[config.mk]
export PLATFORM = sky130hd
export DESIGN_NAME = mem_bus_master
export DESIGN_NICKNAME = d
export VERILOG_FILES = /design/src/rtl/mem_bus_pkg.sv /design/src/rtl/mem_req_fifo.sv /design/src/rtl/mem_bus_master.sv
export SDC_FILE = /design/constraint.sdc
export NUM_CORES = 1
export LEC_CHECK = 0
export BUFFER_PORTS_ARGS = -buffer_cell sky130_fd_sc_hd__buf_4
export CAP_MARGIN = 20
export CORE_MARGIN = 4
export CORE_UTILIZATION = 61
export DETAILED_ROUTE_END_ITERATION = 12
export PLACE_DENSITY = 0.85
export SYNTH_ARGS = -nofsm -noshare
export SYNTH_HDL_FRONTEND = slang
export SYNTH_SLANG_ARGS = --single-unit
[constraint.sdc]
create_clock -name clk -period 3.8 [get_ports clk]
set_clock_uncertainty 0.1 [all_clocks]
set_input_delay 0.19 -clock clk [delete_from_list [all_inputs] [get_ports clk]]
set_output_delay 0.19 -clock clk [all_outputs]
set_load 0.005 [all_outputs]
[src/rtl/mem_bus_pkg.sv]
// Shared types and default sizing for the memory bus master and its request queue.
package mem_bus_pkg;

  localparam int DEF_ADDR_WIDTH = 8;
  localparam int DEF_DATA_WIDTH = 16;
  localparam int DEF_FIFO_DEPTH = 4;
  localparam int DEF_TIMEOUT    = 15;

  typedef enum logic [1:0] {
    ST_IDLE = 2'd0,
    ST_BUSY = 2'd1,
    ST_RESP = 2'd2
  } state_t;

  // Queued command layout at default widths; the master mirrors this field order.
  typedef struct packed {
    logic                      wr_rd;
    logic [DEF_ADDR_WIDTH-1:0] addr;
    logic [DEF_DATA_WIDTH-1:0] wdata;
  } cmd_t;

  function automatic int cmd_width(input int addr_w, input int data_w);
    return 1 + addr_w + data_w;
  endfunction

endpackage

[src/rtl/mem_req_fifo.sv]
// Synchronous request queue: power-of-2 depth, registered count, no full-bypass.
module mem_req_fifo #(
  parameter int DEPTH = 4,
  parameter int WIDTH = 25
) (
  input  logic             clk,
  input  logic             rst,
  input  logic             i_push,
  input  logic [WIDTH-1:0] i_wdata,
  input  logic             i_pop,
  output logic [WIDTH-1:0] o_rdata,
  output logic             o_full,
  output logic             o_empty
);

  localparam int AW = $clog2(DEPTH);
  localparam logic [AW:0] LP_FULL = (AW + 1)'(DEPTH);

  logic [WIDTH-1:0] r_mem [DEPTH];
  logic [AW-1:0]    r_wr_ptr;
  logic [AW-1:0]    r_rd_ptr;
  logic [AW:0]      r_count;
  logic             w_push;
  logic             w_pop;

  assign w_push  = i_push && !o_full;
  assign w_pop   = i_pop && !o_empty;
  assign o_full  = (r_count == LP_FULL);
  assign o_empty = (r_count == '0);
  assign o_rdata = r_mem[r_rd_ptr];

  // NOTE: storage has no reset; the pointers and count alone define what is valid.
  always_ff @(posedge clk) begin
    if (w_push) r_mem[r_wr_ptr] <= i_wdata;
  end

  // NOTE: sequential state uses non-blocking assignments so every flop samples pre-edge values.
  always_ff @(posedge clk or posedge rst) begin
    if (rst) begin
      r_wr_ptr <= '0;
      r_rd_ptr <= '0;
      r_count  <= '0;
    end else begin
      if (w_push) r_wr_ptr <= r_wr_ptr + AW'(1);
      if (w_pop)  r_rd_ptr <= r_rd_ptr + AW'(1);
      case ({w_push, w_pop})
        2'b10:   r_count <= r_count + (AW + 1)'(1);
        2'b01:   r_count <= r_count - (AW + 1)'(1);
        default: r_count <= r_count;
      endcase
    end
  end

endmodule

[src/rtl/mem_bus_master.sv]
// Queued single-outstanding memory bus master with ready timeout and in-order responses.
module mem_bus_master
  import mem_bus_pkg::*;
#(
  parameter int ADDR_WIDTH = DEF_ADDR_WIDTH,
  parameter int DATA_WIDTH = DEF_DATA_WIDTH,
  parameter int FIFO_DEPTH = DEF_FIFO_DEPTH,
  parameter int TIMEOUT    = DEF_TIMEOUT
) (
  input  logic                  clk,
  input  logic                  reset,
  input  logic                  req_valid,
  output logic                  req_ready,
  input  logic                  req_wr_rd,
  input  logic [ADDR_WIDTH-1:0] req_addr,
  input  logic [DATA_WIDTH-1:0] req_wdata,
  output logic                  sel,
  output logic                  wr_rd,
  output logic [ADDR_WIDTH-1:0] addr,
  output logic [DATA_WIDTH-1:0] wdata,
  input  logic [DATA_WIDTH-1:0] mem_rdata,
  input  logic                  mem_ready,
  output logic                  rsp_valid,
  input  logic                  rsp_ready,
  output logic [DATA_WIDTH-1:0] rsp_rdata,
  output logic                  rsp_wr_rd,
  output logic                  rsp_err
);

  typedef struct packed {
    logic                  wr_rd;
    logic [ADDR_WIDTH-1:0] addr;
    logic [DATA_WIDTH-1:0] wdata;
  } req_cmd_t;

  localparam int CMD_W = cmd_width(ADDR_WIDTH, DATA_WIDTH);
  localparam int CW    = (TIMEOUT > 1) ? $clog2(TIMEOUT) : 1;

  state_t                r_state;
  state_t                w_next_state;
  req_cmd_t              w_push_cmd;
  req_cmd_t              w_head_cmd;
  logic                  w_full;
  logic                  w_empty;
  logic                  w_push;
  logic                  w_pop;
  logic                  w_handshake;
  logic                  w_timeout;
  logic [CW-1:0]         r_wait_cnt;
  logic                  r_sel;
  logic                  r_wr_rd;
  logic [ADDR_WIDTH-1:0] r_addr;
  logic [DATA_WIDTH-1:0] r_wdata;
  logic [DATA_WIDTH-1:0] r_rsp_rdata;
  logic                  r_rsp_wr_rd;
  logic                  r_rsp_err;

  assign w_push_cmd.wr_rd = req_wr_rd;
  assign w_push_cmd.addr  = req_addr;
  assign w_push_cmd.wdata = req_wdata;
  assign w_push           = req_valid && !w_full;
  assign req_ready        = !w_full;

  mem_req_fifo #(
    .DEPTH (FIFO_DEPTH),
    .WIDTH (CMD_W)
  ) u_req_fifo (
    .clk     (clk),
    .rst     (reset),
    .i_push  (w_push),
    .i_wdata (w_push_cmd),
    .i_pop   (w_pop),
    .o_rdata (w_head_cmd),
    .o_full  (w_full),
    .o_empty (w_empty)
  );

  // A completing handshake takes priority over a timeout on the same edge.
  assign w_handshake = r_sel && mem_ready;
  assign w_timeout   = r_sel && !mem_ready && (r_wait_cnt == CW'(TIMEOUT - 1));

  always_ff @(posedge clk or posedge reset) begin
    if (reset) r_state <= ST_IDLE;
    else       r_state <= w_next_state;
  end

  // NOTE: every output of this block gets a default first so no latch is inferred.
  always_comb begin
    w_next_state = r_state;
    w_pop        = 1'b0;
    case (r_state)
      ST_IDLE: begin
        if (!w_empty) begin
          w_pop        = 1'b1;
          w_next_state = ST_BUSY;
        end
      end
      ST_BUSY: begin
        if (w_handshake || w_timeout) w_next_state = ST_RESP;
      end
      ST_RESP: begin
        if (rsp_ready) w_next_state = ST_IDLE;
      end
      default: w_next_state = ST_IDLE;
    endcase
  end

  // The popped command loads straight into the bus registers; sel follows one edge later.
  always_ff @(posedge clk or posedge reset) begin
    if (reset) begin
      r_sel       <= 1'b0;
      r_wr_rd     <= 1'b0;
      r_addr      <= '0;
      r_wdata     <= '0;
      r_wait_cnt  <= '0;
      r_rsp_rdata <= '0;
      r_rsp_wr_rd <= 1'b0;
      r_rsp_err   <= 1'b0;
    end else begin
      if (w_pop) begin
        r_wr_rd    <= w_head_cmd.wr_rd;
        r_addr     <= w_head_cmd.addr;
        r_wdata    <= w_head_cmd.wdata;
        r_wait_cnt <= '0;
      end else if (r_sel && !mem_ready && !w_timeout) begin
        r_wait_cnt <= r_wait_cnt + CW'(1);
      end

      if (r_state == ST_BUSY) begin
        if (w_handshake || w_timeout) begin
          r_sel       <= 1'b0;
          r_rsp_wr_rd <= r_wr_rd;
          r_rsp_err   <= !w_handshake;
          r_rsp_rdata <= (w_handshake && !r_wr_rd) ? mem_rdata : '0;
        end else begin
          r_sel <= 1'b1;
        end
      end
    end
  end

  assign sel       = r_sel;
  assign wr_rd     = r_wr_rd;
  assign addr      = r_addr;
  assign wdata     = r_wdata;
  assign rsp_valid = (r_state == ST_RESP);
  assign rsp_rdata = r_rsp_rdata;
  assign rsp_wr_rd = r_rsp_wr_rd;
  assign rsp_err   = r_rsp_err;

endmodule

; ---- Yosys cells after proc, flatten, opt, wreduce, memory -nomap -nowiden
; Memory sizes are Yosys's and may differ from the RTL's. A register that Yosys moved wholly into a read port is not among the register bits.
; Cells that the tools add are included.
[totals]
inputBits = 46
n_memories = 1
regBits = 32
ramBits = 100
[op_classes]
n_reduce_logical = 21
n_eq_ne = 9
add_sub_neg = 5
muxes = 13
[mem_list]
columns = name, depth, width, rd, rd_ports_with_merged_regs, write_ports, line
row1 = u_req_fifo.r_mem, 4, 25, 1, 1, 1, mem_req_fifo.sv:19  ; logic [WIDTH-1:0] r_mem [DEPTH];
[op_table]
columns = op, n
row1 = 2-to-1 mux 16 bit, 1
row2 = logical AND 1 bit, 8
row3 = 2-to-1 mux 4 bit, 2
row4 = zero test 1 bit, 6
row5 = 2-to-1 mux 2 bit, 3
row6 = case mux 2 bit (3 select lines), 1
row7 = case mux 3 bit (2 select lines), 1
row8 = 2-to-1 mux 1 bit, 5
row9 = adder 2 x 1 -> 2 bit (second input constant), 2
row10 = adder 4 x 1 -> 4 bit (second input constant), 1
row11 = == test 2 x 1 -> 1 bit (second input constant), 2
row12 = == test 2 bit (second input constant), 2
row13 = == test 4 bit (second input constant), 1
row14 = != test 2 bit (second input constant), 2
row15 = nonzero test 2 bit, 2
row16 = adder 3 x 1 -> 3 bit (second input constant), 1
row17 = == test 3 bit (second input constant), 1
row18 = zero test 3 bit, 1
row19 = AND reduction 3 bit, 1
row20 = subtractor 3 x 1 -> 3 bit (second input constant), 1
row21 = zero test 2 bit, 1
row22 = != test 2 x 1 -> 1 bit (second input constant), 1
row23 = AND reduction 2 bit, 1
row24 = logical OR 1 bit, 1

; ---- Depth between registers and ports, before layout
[logic_depth]
depth_word = 7
ltp_mapped = 8

; ---- Cells and area by module
; From an unflattened synthesis, not the netlist that was laid out.
[unflattened]
cells_unflattened = 304
hier_area_um2 = 6074.6
[modules_own_cells]
columns = mod, n_inst, cells_each, seq_area_each_um2, area_each_um2
row1 = mem_req_fifo, 1, 169, 3178.0, 4083.9
row2 = mem_bus_master, 1, 135, 1251.2, 1990.7

; ---- Worst setup path after synthesis
; OpenSTA, ideal clock, no wires.
[synth_path]
path_kind = register -> register
startpoint = reg u_req_fifo.r_count[0]
endpoint = reg u_req_fifo.r_count[1]
t_required_ns = 3.575
arrival_ns = 1.935
path_buffers = 0
setup_ns = 0.125
stages_incl_launch_ff = 7
setup_slack_ns = 1.641
cell_sequence = dfrtp_1 -> or3b_1 -> and2_4 -> inv_1 -> ha_1 -> fa_1 -> mux2_2
[synth_between]
elab_chain_len = 6
elab_cells_between_ends = 15
classes_between = 2 x add/sub / 3 x eq/ne / 3 x mux / 7 x reduce/logical
[synth_rtl]
columns = item, line
row1 = start: declaration, mem_req_fifo.sv:22  ; logic [AW:0] r_count;
row2 = start signal: assignment, mem_req_fifo.sv:47  ; 2'b10: r_count <= r_count + (AW + 1)'(1);
row3 = start signal: assignment, mem_req_fifo.sv:48  ; 2'b01: r_count <= r_count - (AW + 1)'(1);
row4 = start signal: assignment, mem_req_fifo.sv:49  ; default: r_count <= r_count;
row5 = == test 3 bit *, mem_req_fifo.sv:28  ; assign o_full = (r_count == LP_FULL);
row6 = zero test 1 bit *, n/a
row7 = via req_ready, mem_bus_master.sv:13  ; output logic req_ready,
row8 = logical AND 1 bit, mem_bus_master.sv:61  ; assign w_push = req_valid && !w_full;
row9 = logical AND 1 bit *, mem_req_fifo.sv:26  ; assign w_push = i_push && !o_full;
row10 = == test 2 x 1 -> 1 bit or == test 2 bit (tied branches), mem_req_fifo.sv:46  ; case ({w_push, w_pop})
row11 = case mux 3 bit (2 select lines) or nonzero test 2 bit (tied branches), n/a
; Mark *: on every way through the listed nets, which the timed path passes. The rest lies on a longest branch.
; A chain may end at the register's enable or synchronous reset.

; ---- Final worst setup path
[layout_path]
startpoint = reg r_wait_cnt[0]
endpoint = reg r_rsp_rdata[0], in the netlist rsp_rdata[0]
[layout_between]
elab_chain_len = 4
[layout_rtl]
columns = item, line
row1 = start: declaration, mem_bus_master.sv:49  ; logic [CW-1:0] r_wait_cnt;
row2 = start signal: assignment, mem_bus_master.sv:126  ; r_wait_cnt <= r_wait_cnt + CW'(1);
row3 = == test 4 bit, mem_bus_master.sv:80  ; assign w_timeout = r_sel && !mem_ready && (r_wait_cnt == CW'(TIMEOUT - 1));
row4 = logical AND 1 bit, mem_bus_master.sv:80
row5 = logical OR 1 bit, mem_bus_master.sv:130  ; if (w_handshake || w_timeout) begin
row6 = AND reduction 2 bit (no source line), n/a
row7 = end signal: assignment, mem_bus_master.sv:134  ; r_rsp_rdata <= (w_handshake && !r_wr_rd) ? mem_rdata : '0;
row8 = end: declaration, mem_bus_master.sv:54  ; logic [DATA_WIDTH-1:0] r_rsp_rdata;
; No other way between the ends.

==> out/metrics.cfg <==
[status]
outcome=complete, no violations

[setup_path]
crit_fanout=11
cp_num_buf_inv=2
arrival_ns=2.85
cpPeakStageDelay_ns=0.81
crit_required_ns=4.15
cp_cell_sequence=inv_1 -> ha_1 -> and3_1 -> o211ai_1 -> buf_4 -> a22o_1
cpLargestDelayFamily=compound AO/OA/AOI/OAI gates
crit_type=flop to flop
critPathSlowestCell=o211ai_1
worstReg2RegEnd=rsp_rdata[0]$_DFFE_PP0P_
r2r_cells=6
cp-start-kind=flop
r2r_slack_ns=1.30
crit_cells=6
reg2reg_from=r_wait_cnt[0]$_DFFE_PP0P_
critPathCaptureType=flop

[detailed_routing]
drt_iter0_drc=206
vias=3396
antenna_left=0
avgRoutedWirePerCell_um=23.3
avgViaCountPerCell=5.75
wl_um=13800
drc=0
first_pass_iters=4

[yosys]
synth_cell_types=41
synth_xor_area_frac=0.00866
netlist_instances=295
synthFlopType=edfxtp_1
synthesis.nets=349
syn_area_per_cell_um2=20.6
synth_edf_count=100
synth_warnings=0
netlist_area_um2=6070
synthMuxAreaShare=0.160
ys_ff_latch=157
synth_top_family_by_area=multiplexers
synthSimpleGateAreaFrac=0.0227
ys_seq_area_frac=0.730
synthAdderAreaFrac=0.0177
async_flop_share=0.363
synth_compound_gate_area_share=0.0394

[clock_network]
clk_pin_slew_worst_paths_ns=0.06
clockRootBuffer=clkbuf_8
cts_tree=yes
post_cts_buffers=0
ctsHtreeMaxLevel=4
cts_num_sinks=157
cts_max_path_buffers=2
worstSkewPairLatency_ns=0.52
cts_buffers=17

[global_route]
grtUsageTotal=0.257
antenna_found_initial=0
overflow=0
grt_pass1_wl_um=21500
grt_pass1_vias=3796
grt_max_degree=58

[layout]
fin_nets=499
syn_to_final_growth_pct=31.1
fill_cells=489
final_util=0.818
final_cell_mix=edfxtp_1 (100), buf_4 (98), dfrtp_1 (56)
drive_gt1_frac=0.391
final_common_cell=edfxtp_1
diodes=0

[job]
maxCapViolations=0

[worst_hold_path]
holdCritPathClass=input pin to flop
hold-path-endpoint=r_state[1]$_DFFE_PP0P_
hold_path.startpoint=rsp_ready
holdPathStages=3

[timing]
min_period_ns=2.50
setup_viol=0
worst_slew_pin_slew_ns=0.995
slew_violations=0
setup_tns_ns=0
finalWorstSetupSlack_ns=1.30
hold_ws_ns=0.307
max_freq_mhz=400
maxSlewHeadroom=0.334
grt_setup_unrepaired=no
fin_crit_sh=0.658
finalHoldViolCount=0

[placed_design]
gp_congestion=0.703
detailed_place_hpwl_um=6900
portBuffers=91
dp_slack_ns=1.55

[floorplan]
num_rows=36
dieArea_um2=11600
start_util=0.624
die_y_um=108
dieWidth_um=108
core-area_um2=9730
ios=92

[power]
ir_drop_uv=507
power_density_nw_per_um2=818
p_leak_nw=3.21

==> power by group <==
part           total [mW]  switching (mW)  internal, mW
clock                1.75           0.682          1.07
combinational        2.01           0.818          1.20
sequential           2.74           0.395          2.35
total                6.51            1.90          4.61
==> cell usage after synthesis, types with 2 or more instances <==
| master | number | share of area |
|---|---|---|
| ha_1 | 7 | 0.014 |
| buf_12 | 2 | 0.0066 |
| buf_2 | 4 | 0.0033 |
| edfxtp_1 | 100 | 0.49 |
| dfrtp_1 | 57 | 0.23 |
| nand2b_1 | 2 | 0.0021 |
| buf_4 | 3 | 0.0037 |
| nor3_1 | 2 | 0.0016 |
| xor2_1 | 2 | 0.0029 |
| inv_1 | 7 | 0.0043 |
| mux4_1 | 7 | 0.030 |
| o21ai_0 | 4 | 0.0033 |
| mux2_2 | 10 | 0.019 |
| and3_1 | 5 | 0.0052 |
| xnor2_1 | 4 | 0.0058 |
| a22o_1 | 16 | 0.023 |
| mux4_2 | 18 | 0.067 |
| or3_1 | 2 | 0.0021 |
| a21oi_1 | 3 | 0.0025 |
| mux2_4 | 18 | 0.045 |
| clkbuf_1 | 2 | 0.0012 |
==> sequential cells by signal, indices dropped and copies added, names as in the netlist, 2 cells and up <==
register,count
r_state,2
u_req_fifo.r_rd_ptr,2
wdata,16
u_req_fifo.r_wr_ptr,2
addr,8
rsp_rdata,16
r_wait_cnt,4
u_req_fifo.r_count,3
u_req_fifo.r_mem,100
==> what timing repair did <==
action | 4_1_cts | 5_1_grt
hold buffers | 45 | 0
endpoints found under the hold margin | 178 | 0
resized for setup | 0 | 0
==> routing by layer <==
layer	wire length, µm	GRT usage	part of all wire	vias up
li1	-	-	-	1475
met1	5090	0.310	0.37	1749
met2	7560	0.452	0.55	144
met3	737	0.0504	0.054	28
met4	367	0.113	0.027	0
met5	0	0	0	-
==> layout make-up <==
class,count,area [µm²],area share
clock buffers,18,418,0.0525
repair buffers,144,1210,0.152
clock inverters,14,191,0.0240
inverters,7,26.3,0.00330
well taps,133,166,0.0209
multi-input cells,118,1520,0.190
flip-flops and latches,157,4430,0.556
==> kinds of logic (layout without fill, tap and decap cells) <==
kind of cell               Yosys count  count (layout)
buffers and inverters               20             183
muxes                               53              53
and+or+nand+nor                     20              20
AOI/OAI and AO/OA                   31              31
xor gates and xnor gates             6               6
adders and majority gates            8               8
DFF                                157             157
==> how the worst max path moves through the flow <==
stage                                 startpoint                                 to  slack (ns)
6_report               r_wait_cnt[0]$_DFFE_PP0P_           rsp_rdata[0]$_DFFE_PP0P_        1.30
5_1_grt                r_wait_cnt[0]$_DFFE_PP0P_           rsp_rdata[0]$_DFFE_PP0P_        1.25
4_1_cts                r_wait_cnt[0]$_DFFE_PP0P_           rsp_rdata[0]$_DFFE_PP0P_        1.48
3_5_place_dp   u_req_fifo.r_count[0]$_DFFE_PP0P_  u_req_fifo.r_count[1]$_DFFE_PP0P_        1.55
3_3_place_gp   u_req_fifo.r_count[0]$_DFFE_PP0P_  u_req_fifo.r_count[1]$_DFFE_PP0P_        1.62
2_1_floorplan  u_req_fifo.r_count[0]$_DFFE_PP0P_  u_req_fifo.r_count[1]$_DFFE_PP0P_        1.64
==> through the flow <==
step                std cells  area [µm²]  power (mW)
global route              591        7960        6.82
CTS                       591        7960        6.48
finish                    591        7960        6.51
global placement          513        6870        4.54
detailed placement        514        6900        4.66
floorplan                 295        6070        3.95
==> worst reg2reg max path, delay by kind of cell (launching register included) <==
| family | cells | cell delay [ns] |
|---|---|---|
| adders and majority gates | 1 | 0.23 |
| DFF | 1 | 0.47 |
| AOI/OAI and AO/OA | 2 | 0.98 |
| and+or+nand+nor | 1 | 0.25 |
| buffers and inverters | 2 | 0.40 |
Note: power is estimated with default switching activity, not from simulation.
